File: src/rtl/match_pkg.sv
// Shared types and constants for the match-level sequencer.
package match_pkg;

    // Match sequencer states
    typedef enum logic [1:0] {
        ST_IDLE       = 2'd0,
        ST_PLAY       = 2'd1,
        ST_ROUND_END  = 2'd2,
        ST_MATCH_OVER = 2'd3
    } state_t;

    // Champion encodings
    localparam logic [1:0] CH_NONE = 2'b00;
    localparam logic [1:0] CH_P1   = 2'b01;
    localparam logic [1:0] CH_P2   = 2'b10;

    // Active-low seven-segment patterns, bit order {g,f,e,d,c,b,a}
    localparam logic [6:0] SEG_0 = 7'b1000000;
    localparam logic [6:0] SEG_1 = 7'b1111001;
    localparam logic [6:0] SEG_2 = 7'b0100100;
    localparam logic [6:0] SEG_3 = 7'b0110000;
    localparam logic [6:0] SEG_4 = 7'b0011001;
    localparam logic [6:0] SEG_5 = 7'b0010010;
    localparam logic [6:0] SEG_6 = 7'b0000010;
    localparam logic [6:0] SEG_7 = 7'b1111000;

endpackage

File: src/rtl/score_seg7.sv
// Converts a 3-bit round score into an active-low seven-segment digit.
module score_seg7
    import match_pkg::*;
(
    input  logic [2:0] i_value,
    output logic [6:0] o_seg
);

    // Digit lookup; every 3-bit value has a pattern
    always_comb begin
        o_seg = SEG_0;
        case (i_value)
            3'd0: o_seg = SEG_0;
            3'd1: o_seg = SEG_1;
            3'd2: o_seg = SEG_2;
            3'd3: o_seg = SEG_3;
            3'd4: o_seg = SEG_4;
            3'd5: o_seg = SEG_5;
            3'd6: o_seg = SEG_6;
            3'd7: o_seg = SEG_7;
            default: o_seg = SEG_0;
        endcase
    end

endmodule

File: src/rtl/match_controller.sv
// Match-level sequencer: starts a match, gates play, tallies round winners,
// clears the round detector between rounds and declares the champion.
module match_controller
    import match_pkg::*;
#(
    parameter int WIN_ROUNDS  = 3,
    parameter int HOLD_CYCLES = 4
)(
    input  logic       clk,
    input  logic       reset,
    input  logic       start,
    input  logic       p1_win,
    input  logic       p2_win,
    output logic       play_en,
    output logic       round_reset,
    output logic [2:0] score1,
    output logic [2:0] score2,
    output logic       match_over,
    output logic [1:0] champion,
    output logic [6:0] HEX5,
    output logic [6:0] HEX4
);

    localparam int              CNT_W     = (HOLD_CYCLES > 1) ? $clog2(HOLD_CYCLES) : 1;
    localparam logic [CNT_W-1:0] HOLD_LAST = CNT_W'(HOLD_CYCLES - 1);
    localparam logic [2:0]      WIN_VAL   = 3'(WIN_ROUNDS);

    state_t           r_state;
    logic [2:0]       r_score1;
    logic [2:0]       r_score2;
    logic [1:0]       r_champion;
    logic [CNT_W-1:0] r_hold_cnt;
    logic             r_start_q;

    state_t           w_next_state;
    logic [2:0]       w_next_score1;
    logic [2:0]       w_next_score2;
    logic [1:0]       w_next_champion;
    logic [CNT_W-1:0] w_next_hold_cnt;
    logic             w_start_edge;
    logic [2:0]       w_p1_inc;
    logic [2:0]       w_p2_inc;

    // start_q resets high so a key held through reset is not seen as an edge
    assign w_start_edge = start & ~r_start_q;
    // A score only increments while below WIN_ROUNDS (<= 7), so no wrap occurs
    assign w_p1_inc     = r_score1 + 3'd1;
    assign w_p2_inc     = r_score2 + 3'd1;

    // State and datapath registers with synchronous reset
    always_ff @(posedge clk) begin
        if (reset) begin
            r_state    <= ST_IDLE;
            r_score1   <= 3'd0;
            r_score2   <= 3'd0;
            r_champion <= CH_NONE;
            r_hold_cnt <= '0;
            r_start_q  <= 1'b1;
        end else begin
            r_state    <= w_next_state;
            r_score1   <= w_next_score1;
            r_score2   <= w_next_score2;
            r_champion <= w_next_champion;
            r_hold_cnt <= w_next_hold_cnt;
            r_start_q  <= start;
        end
    end

    // Next-state logic and Moore outputs; round_reset in ROUND_END depends on the counter
    always_comb begin
        w_next_state    = r_state;
        w_next_score1   = r_score1;
        w_next_score2   = r_score2;
        w_next_champion = r_champion;
        w_next_hold_cnt = '0;
        play_en         = 1'b0;
        round_reset     = 1'b0;
        match_over      = 1'b0;
        case (r_state)
            ST_IDLE: begin
                round_reset = 1'b1;
                if (w_start_edge) begin
                    w_next_state    = ST_PLAY;
                    w_next_score1   = 3'd0;
                    w_next_score2   = 3'd0;
                    w_next_champion = CH_NONE;
                end
            end
            ST_PLAY: begin
                play_en = 1'b1;
                if (p1_win && p2_win) begin
                    w_next_state = ST_ROUND_END;
                end else if (p1_win) begin
                    w_next_score1 = w_p1_inc;
                    if (w_p1_inc == WIN_VAL) begin
                        w_next_state    = ST_MATCH_OVER;
                        w_next_champion = CH_P1;
                    end else begin
                        w_next_state = ST_ROUND_END;
                    end
                end else if (p2_win) begin
                    w_next_score2 = w_p2_inc;
                    if (w_p2_inc == WIN_VAL) begin
                        w_next_state    = ST_MATCH_OVER;
                        w_next_champion = CH_P2;
                    end else begin
                        w_next_state = ST_ROUND_END;
                    end
                end
            end
            ST_ROUND_END: begin
                round_reset = (r_hold_cnt == HOLD_LAST);
                if (r_hold_cnt == HOLD_LAST) begin
                    w_next_state = ST_PLAY;
                end else begin
                    w_next_hold_cnt = r_hold_cnt + 1'b1;
                end
            end
            ST_MATCH_OVER: begin
                match_over = 1'b1;
                if (w_start_edge) begin
                    w_next_state = ST_IDLE;
                end
            end
            default: begin
                w_next_state = ST_IDLE;
            end
        endcase
    end

    assign score1   = r_score1;
    assign score2   = r_score2;
    assign champion = r_champion;

    score_seg7 u_seg_p1 (
        .i_value (r_score1),
        .o_seg   (HEX5)
    );

    score_seg7 u_seg_p2 (
        .i_value (r_score2),
        .o_seg   (HEX4)
    );

endmodule

File: config.mk
export PLATFORM = sky130hd
export DESIGN_NAME = match_controller
export DESIGN_NICKNAME = d
export VERILOG_FILES = /design/src/rtl/match_pkg.sv /design/src/rtl/score_seg7.sv /design/src/rtl/match_controller.sv
export SDC_FILE = /design/constraint.sdc
export NUM_CORES = 1
export LEC_CHECK = 0
export BUFFER_PORTS_ARGS = -buffer_cell sky130_fd_sc_hd__buf_2
export CORE_MARGIN = 5
export CORE_UTILIZATION = 50
export DETAILED_ROUTE_END_ITERATION = 16
export GPL_ROUTABILITY_DRIVEN = 0
export GPL_TIMING_DRIVEN = 0
export MAX_ROUTING_LAYER = met4
export PLACE_DENSITY = 0.74
export SYNTH_ARGS = -nofsm -noshare
export SYNTH_HDL_FRONTEND = slang
export SYNTH_SLANG_ARGS = --single-unit
File: constraint.sdc
create_clock -name clk -period 5.8 [get_ports clk]
set_input_delay 0.87 -clock clk [delete_from_list [all_inputs] [get_ports clk]]
set_output_delay 0.87 -clock clk [all_outputs]
set_load 0.005 [all_outputs]
# [Word-level counts from Yosys, hierarchy flattened]
# Memories as Yosys holds them, arrays and structs flattened. A register that Yosys moved wholly into a read port is not among the register bits.
# Index checks and enable logic that the tools add are counted.
[totals] rom_bits=112 output_inout_bits=25 wordCells=69 ram_bits=0 n_memories=2 latch_bits=0 regBits=13
[mem_list] name="(name not given)" depth=8 width=7 rd=1 rd_clocked_by_memory_dff=1 write_ports=0 line="score_seg7.sv:12" rtl="case (i_value)"
[mem_list] name="(name not given)" depth=8 width=7 rd=1 rd_clocked_by_memory_dff=1 write_ports=0 line="score_seg7.sv:12"
[classes] reduce_logical=8 muxes=30 multipliers=0 n_lt_le_gt_ge=0 div_mod_pow=0 add_sub_neg=3 shifts=0 n_bitwise=3 eq_ne=17
[op_table] cell="$mux W3" count=10
[op_table] cell="$mux W2" count=11
[op_table] cell="$ne A2 B2 Y1 const B" count=7
[op_table] cell="$pmux W3 S2" count=2
[op_table] cell="$ne A3 B3 Y1 const B" count=3
[op_table] cell="$pmux W2 S4" count=1
[op_table] cell="$reduce_and A4 Y1" count=2
[op_table] cell="$add A3 B1 Y3 const B" count=2
[op_table] cell="$eq A2 B2 Y1 const B" count=3
[op_table] cell="$eq A3 B2 Y1 const B" count=2
[op_table] cell="$reduce_and A6 Y1" count=1
[op_table] cell="$reduce_and A5 Y1" count=1
[op_table] cell="$mux W1" count=4
[op_table] cell="$ne A4 B4 Y1 const B" count=1
[op_table] cell="$pmux W2 S2" count=1
[op_table] cell="$reduce_or A3 Y1" count=1
[op_table] cell="$add A2 B1 Y2 const B" count=1
[op_table] cell="$eq A2 B1 Y1 const B" count=1
[op_table] cell="$logic_not A2 Y1" count=1
[op_table] cell="$not A1 Y1" count=2
[op_table] cell="$pmux W1 S2" count=1
[op_table] cell="$reduce_bool A2 Y1" count=1
[op_table] cell="$and A1 B1 Y1" count=1
[op_table] cell="$logic_and A1 B1 Y1" count=1

# [Depth between registers and ports, before layout]
[depth] word_depth=7 mapped_depth=10

# [By module]
# A second synthesis with hierarchy kept.
[unflattened] hier_cells=118 area_unflattened_um2=1029.7
[modules_own_cells] mod="match_controller" instances=1 area_per_inst_um2=742.0 cells_per_inst=82
[modules_own_cells] mod="score_seg7" instances=2 area_per_inst_um2=143.9 cells_per_inst=18

# [Worst setup path after synthesis]
# No wires, ideal clock.
[synth_path] kind="input -> register" startpoint="input p1_win" endpoint="register, netlist name u_seg_p1.o_seg[0]" path_slack_ns=3.263 setup_time_ns=0.123 stages=7 arrival_time_ns=2.413 cell_sequence="clkbuf_1 > and2_1 > o21ai_4 > a211oi_1 > inv_1 > ha_1 > mux2_1"
[synth_via] elab_chain_cells=5 elab_cells_between_ends=6 cone_classes="eq/ne: 2; mux: 2; reduce/logical: 2"
[synth_rtl] element="start, declared" line="match_controller.sv:12" rtl="input logic p1_win,"
[synth_rtl] element="$logic_and A1 B1 Y1" line="match_controller.sv:91" rtl="if (p1_win && p2_win) begin"
[synth_rtl] element="$ne A2 B2 Y1 (no line)"
[synth_rtl] element="$reduce_and A4 Y1 (no line) *"
[synth_rtl] element="$mux W3 (no line) * (2 in series)"
# Every way passes the cells marked *; elsewhere a longest branch is shown, timed or not.
# A chain may end at the register's enable or synchronous reset.

# [Worst setup path in the final report]
[layout_path] startpoint="input p1_win" endpoint="register, netlist name u_seg_p1.o_seg[0]"
[layout_via] elab_chain_cells=5 elab_cells_between_ends=6 cone_classes="eq/ne: 2; mux: 2; reduce/logical: 2"
[layout_rtl] element="$logic_and A1 B1 Y1" line="match_controller.sv:91"
[layout_rtl] element="$ne A2 B2 Y1 (no line)"
[layout_rtl] element="$reduce_and A4 Y1 (no line) *"
[layout_rtl] element="$mux W3 (no line) * (2 in series)"
# Marked as above.

==> flow_metrics.env <==
export IMPL_fill_cells=254
export IMPL_vias_per_cell=5.15
export IMPL_max_cap_violations=0
export IMPL_post_place_ws_ns=2.89
export IMPL_overflow=0
export IMPL_fin_ws_ns=3.25
export IMPL_synth_xor_area_share_pct=0.621
export IMPL_ys_ff_latch=27
export IMPL_synth_edf_count=0
export IMPL_cts_sinks=27
export IMPL_synth_top_cell_by_area="dfxtp_1"
export IMPL_hold_viol_final=0
export IMPL_synth_seq_area_share_pct=38.3
export IMPL_row_count=19
export IMPL_fmax_mhz=392
export IMPL_finalSetupViolations=0
export IMPL_hold_path_class="reg2reg"
export IMPL_clk_latency_ns=0.33
export IMPL_holdBufCountCts=0
export IMPL_multi_input_area_sq_um=757
export IMPL_drtIter0Drc=84
export IMPL_whs_ns=0.445
export IMPL_dp_cells=201
export IMPL_arrival_ns=2.79
export IMPL_synthTopCellsByArea="dfxtp_1 (38%), ha_1 (13%), mux2i_1 (4.3%)"
export IMPL_final_period_utilization_pct=43.9
export IMPL_die_w_um=63.1
export IMPL_fin_crit_ns=2.55
export IMPL_swShare_pct=25.8
export IMPL_yosysWarnings=0
export IMPL_synth_ff_type="dfxtp_1"
export IMPL_clkPwrFrac_pct=26.8
export IMPL_finClkSkew_ns=0.0144
export IMPL_fp_dieH_um=63.1
export IMPL_final_area_sq_mm=0.00162
export IMPL_wl_per_cell_um=12.5
export IMPL_ir_worst_vdd_mv=0.172
export IMPL_syn_instance_count=143
export IMPL_portBuffers=27
export IMPL_finalNonFillerCells=205
export IMPL_io_pins=30
export IMPL_tightest_slew_ns=0.672
export IMPL_syn_nets=163
export IMPL_grt_pass1_wl_um=4730
export IMPL_htree_levels=1
export IMPL_fin_setup_tns_ns=0
export IMPL_grt_antenna_before_repair=0
export IMPL_synth_avg_cell_area_sq_um=9.87
export IMPL_drc=0
export IMPL_async_flop_share_pct=0
export IMPL_pwr_share_comb_pct=11.3
export IMPL_cts_buffers=3
export IMPL_switchingPower_uw=80.1
export IMPL_cts_buffer_depth=2
export IMPL_core_sq_mm=0.00273
export IMPL_clkTransAtPathRegs_ns=0.15
export IMPL_cts_root_buf="clkbuf_4"
export IMPL_power_uw=311
export IMPL_firstDrtPassIters=4
export IMPL_synthToLayoutAreaGrowth_pct=14.5
export IMPL_vias=1055
export IMPL_end_kind="register"
export IMPL_post_route_util_pct=59.1
export IMPL_antenna_cells=0
export IMPL_synth_top_family_by_area="simple AND/OR/NAND/NOR gates"
export IMPL_initial_core_util_pct=51.6
export IMPL_postCtsSetupRepairBufs=0
export IMPL_placed_cell_area_sq_mm=0.00159
export IMPL_grt_pass1_vias=1075
export IMPL_ff_latch_area_sq_um=541
export IMPL_status="finished clean"
export IMPL_hp_start="r_hold_cnt[0]"
export IMPL_r2r_start="r_state[1]"
export IMPL_slew_viol_final=0
export IMPL_synth_area_mux_share_pct=9.04
export IMPL_p_int_uw=230
export IMPL_cp_max_fo=10
export IMPL_pwr_share_seq_pct=61.8
export IMPL_power_leakage_nw=0.779
export IMPL_grt_use_total_pct=14.4
export IMPL_slew_headroom_pct=54.9
export IMPL_start_kind="input pin"
export IMPL_layout_drive_gt1_share_pct=25.9
export IMPL_synth_top_area_share_pct=38.3
export IMPL_power_density_mw_per_mm2=192
export IMPL_synth_cell_types=47
export IMPL_synth_compound_area_share_pct=12.1
export IMPL_crit_required_ns=6.05
export IMPL_grt_start_max_net_pins=17
export IMPL_synthAdderAreaFrac_pct=13.3
export IMPL_wirelength_um=2570
export IMPL_cts_tree="done"
export IMPL_rsz0062_at_grt="false"
export IMPL_netlist_area_sq_mm=0.00141
export IMPL_path_class="in2reg"
export IMPL_fin_nets=195
export IMPL_cts_resized=0
export IMPL_dp_hpwl_um=1990
export IMPL_die_area_sq_mm=0.00399
export IMPL_cp_startpoint="p1_win"
export IMPL_ant_nets=0
export IMPL_synth_simple_area_share_pct=18.6
==> power groups by stage <==
stage               Clock [mW]  Combinational (mW)  Sequential (mW)
finish                  0.0833              0.0352            0.192
global route            0.0967              0.0394            0.193
CTS                     0.0876              0.0357            0.192
detailed placement           0              0.0355            0.196
global placement             0              0.0345            0.196
floorplan                    0              0.0248            0.196
==> worst max-delay path: stages <==
cell	delay, ns
clkbuf_1	0.27
and2_1	0.25
o21ai_4	0.10
a211oi_1	0.58
inv_1	0.19
ha_1	0.24
mux2_1	0.28
==> final timing paths <==
check / end / slack, ns / depth (start not counted)
worst min-delay path: r_hold_cnt[0] / 0.44 / 1
worst min register to register: r_hold_cnt[0] / 0.44 / 1
worst max register to register: u_seg_p1.o_seg[0] / 3.44 / 8
worst max-delay path: u_seg_p1.o_seg[0] / 3.25 / 7
==> synthesized netlist by cell type (2+ instances only) <==
cell / n
dfxtp_1: 27
inv_1: 16
ha_1: 15
mux2i_1: 6
nand2_1: 6
nand2b_1: 6
inv_2: 5
mux2_1: 4
nor3_1: 4
a31oi_1: 3
and2_1: 3
clkbuf_1: 3
nand3_1: 3
nor2_1: 3
nor2b_1: 3
or4_1: 3
a211oi_1: 2
a21oi_1: 2
==> metal layers <==
metal | vias up | global-route usage, % | part of all wire (%)
met4 | 0 | 4.77 | 1.5
met2 | 17 | 23.8 | 49
met5 | - | - | 0
li1 | 551 | - | -
met3 | 5 | 3.37 | 4.1
met1 | 482 | 17.2 | 46
==> state kept, by name (all words and copies together) (netlist names) <==
name,cells
r_hold_cnt,2
champion,2
u_seg_p1.o_seg,7
score1,3
u_seg_p2.o_seg,7
score2,3
r_state,2
r_start_q,1
==> cell families (layout without fill, tap and decap cells) <==
logic type               after synthesis  count (layout)
flip-flops                            27              27
XOR/XNOR                               1               1
adder cells (fa/ha/maj)               15              15
buffers and inverters                 27              58
multiplexers                          11              11
AND/OR/NAND/NOR                       43              43
AO/OA/AOI/OAI                         19              19
==> cell usage in the layout (no fill, tap or decap), types with 2 or more instances in the layout <==
cell type / count
nor2b_1: 3
a31oi_1: 3
buf_2: 28
mux2_1: 4
nor3_1: 4
or4_1: 3
ha_1: 15
nand3_1: 3
nand2_1: 6
mux2i_1: 6
inv_2: 5
dfxtp_1: 27
nand2b_1: 6
clkbuf_4: 3
and2_1: 3
nor2_1: 3
a21oi_1: 2
inv_1: 16
a211oi_1: 2
clkbuf_1: 3
==> layout make-up <==
| class | instances | share of cell area, % |
|---|---|---|
| timing repair buffer | 27 | 8.37 |
| buffer | 6 | 2.17 |
| multi-input combinational | 89 | 46.9 |
| inverter | 21 | 4.88 |
| clock inverter | 1 | 0.465 |
| tap | 31 | 2.40 |
| sequential | 27 | 33.5 |
| clock buffer | 3 | 1.39 |
No activity file was read; power rests on OpenSTA's default activity.
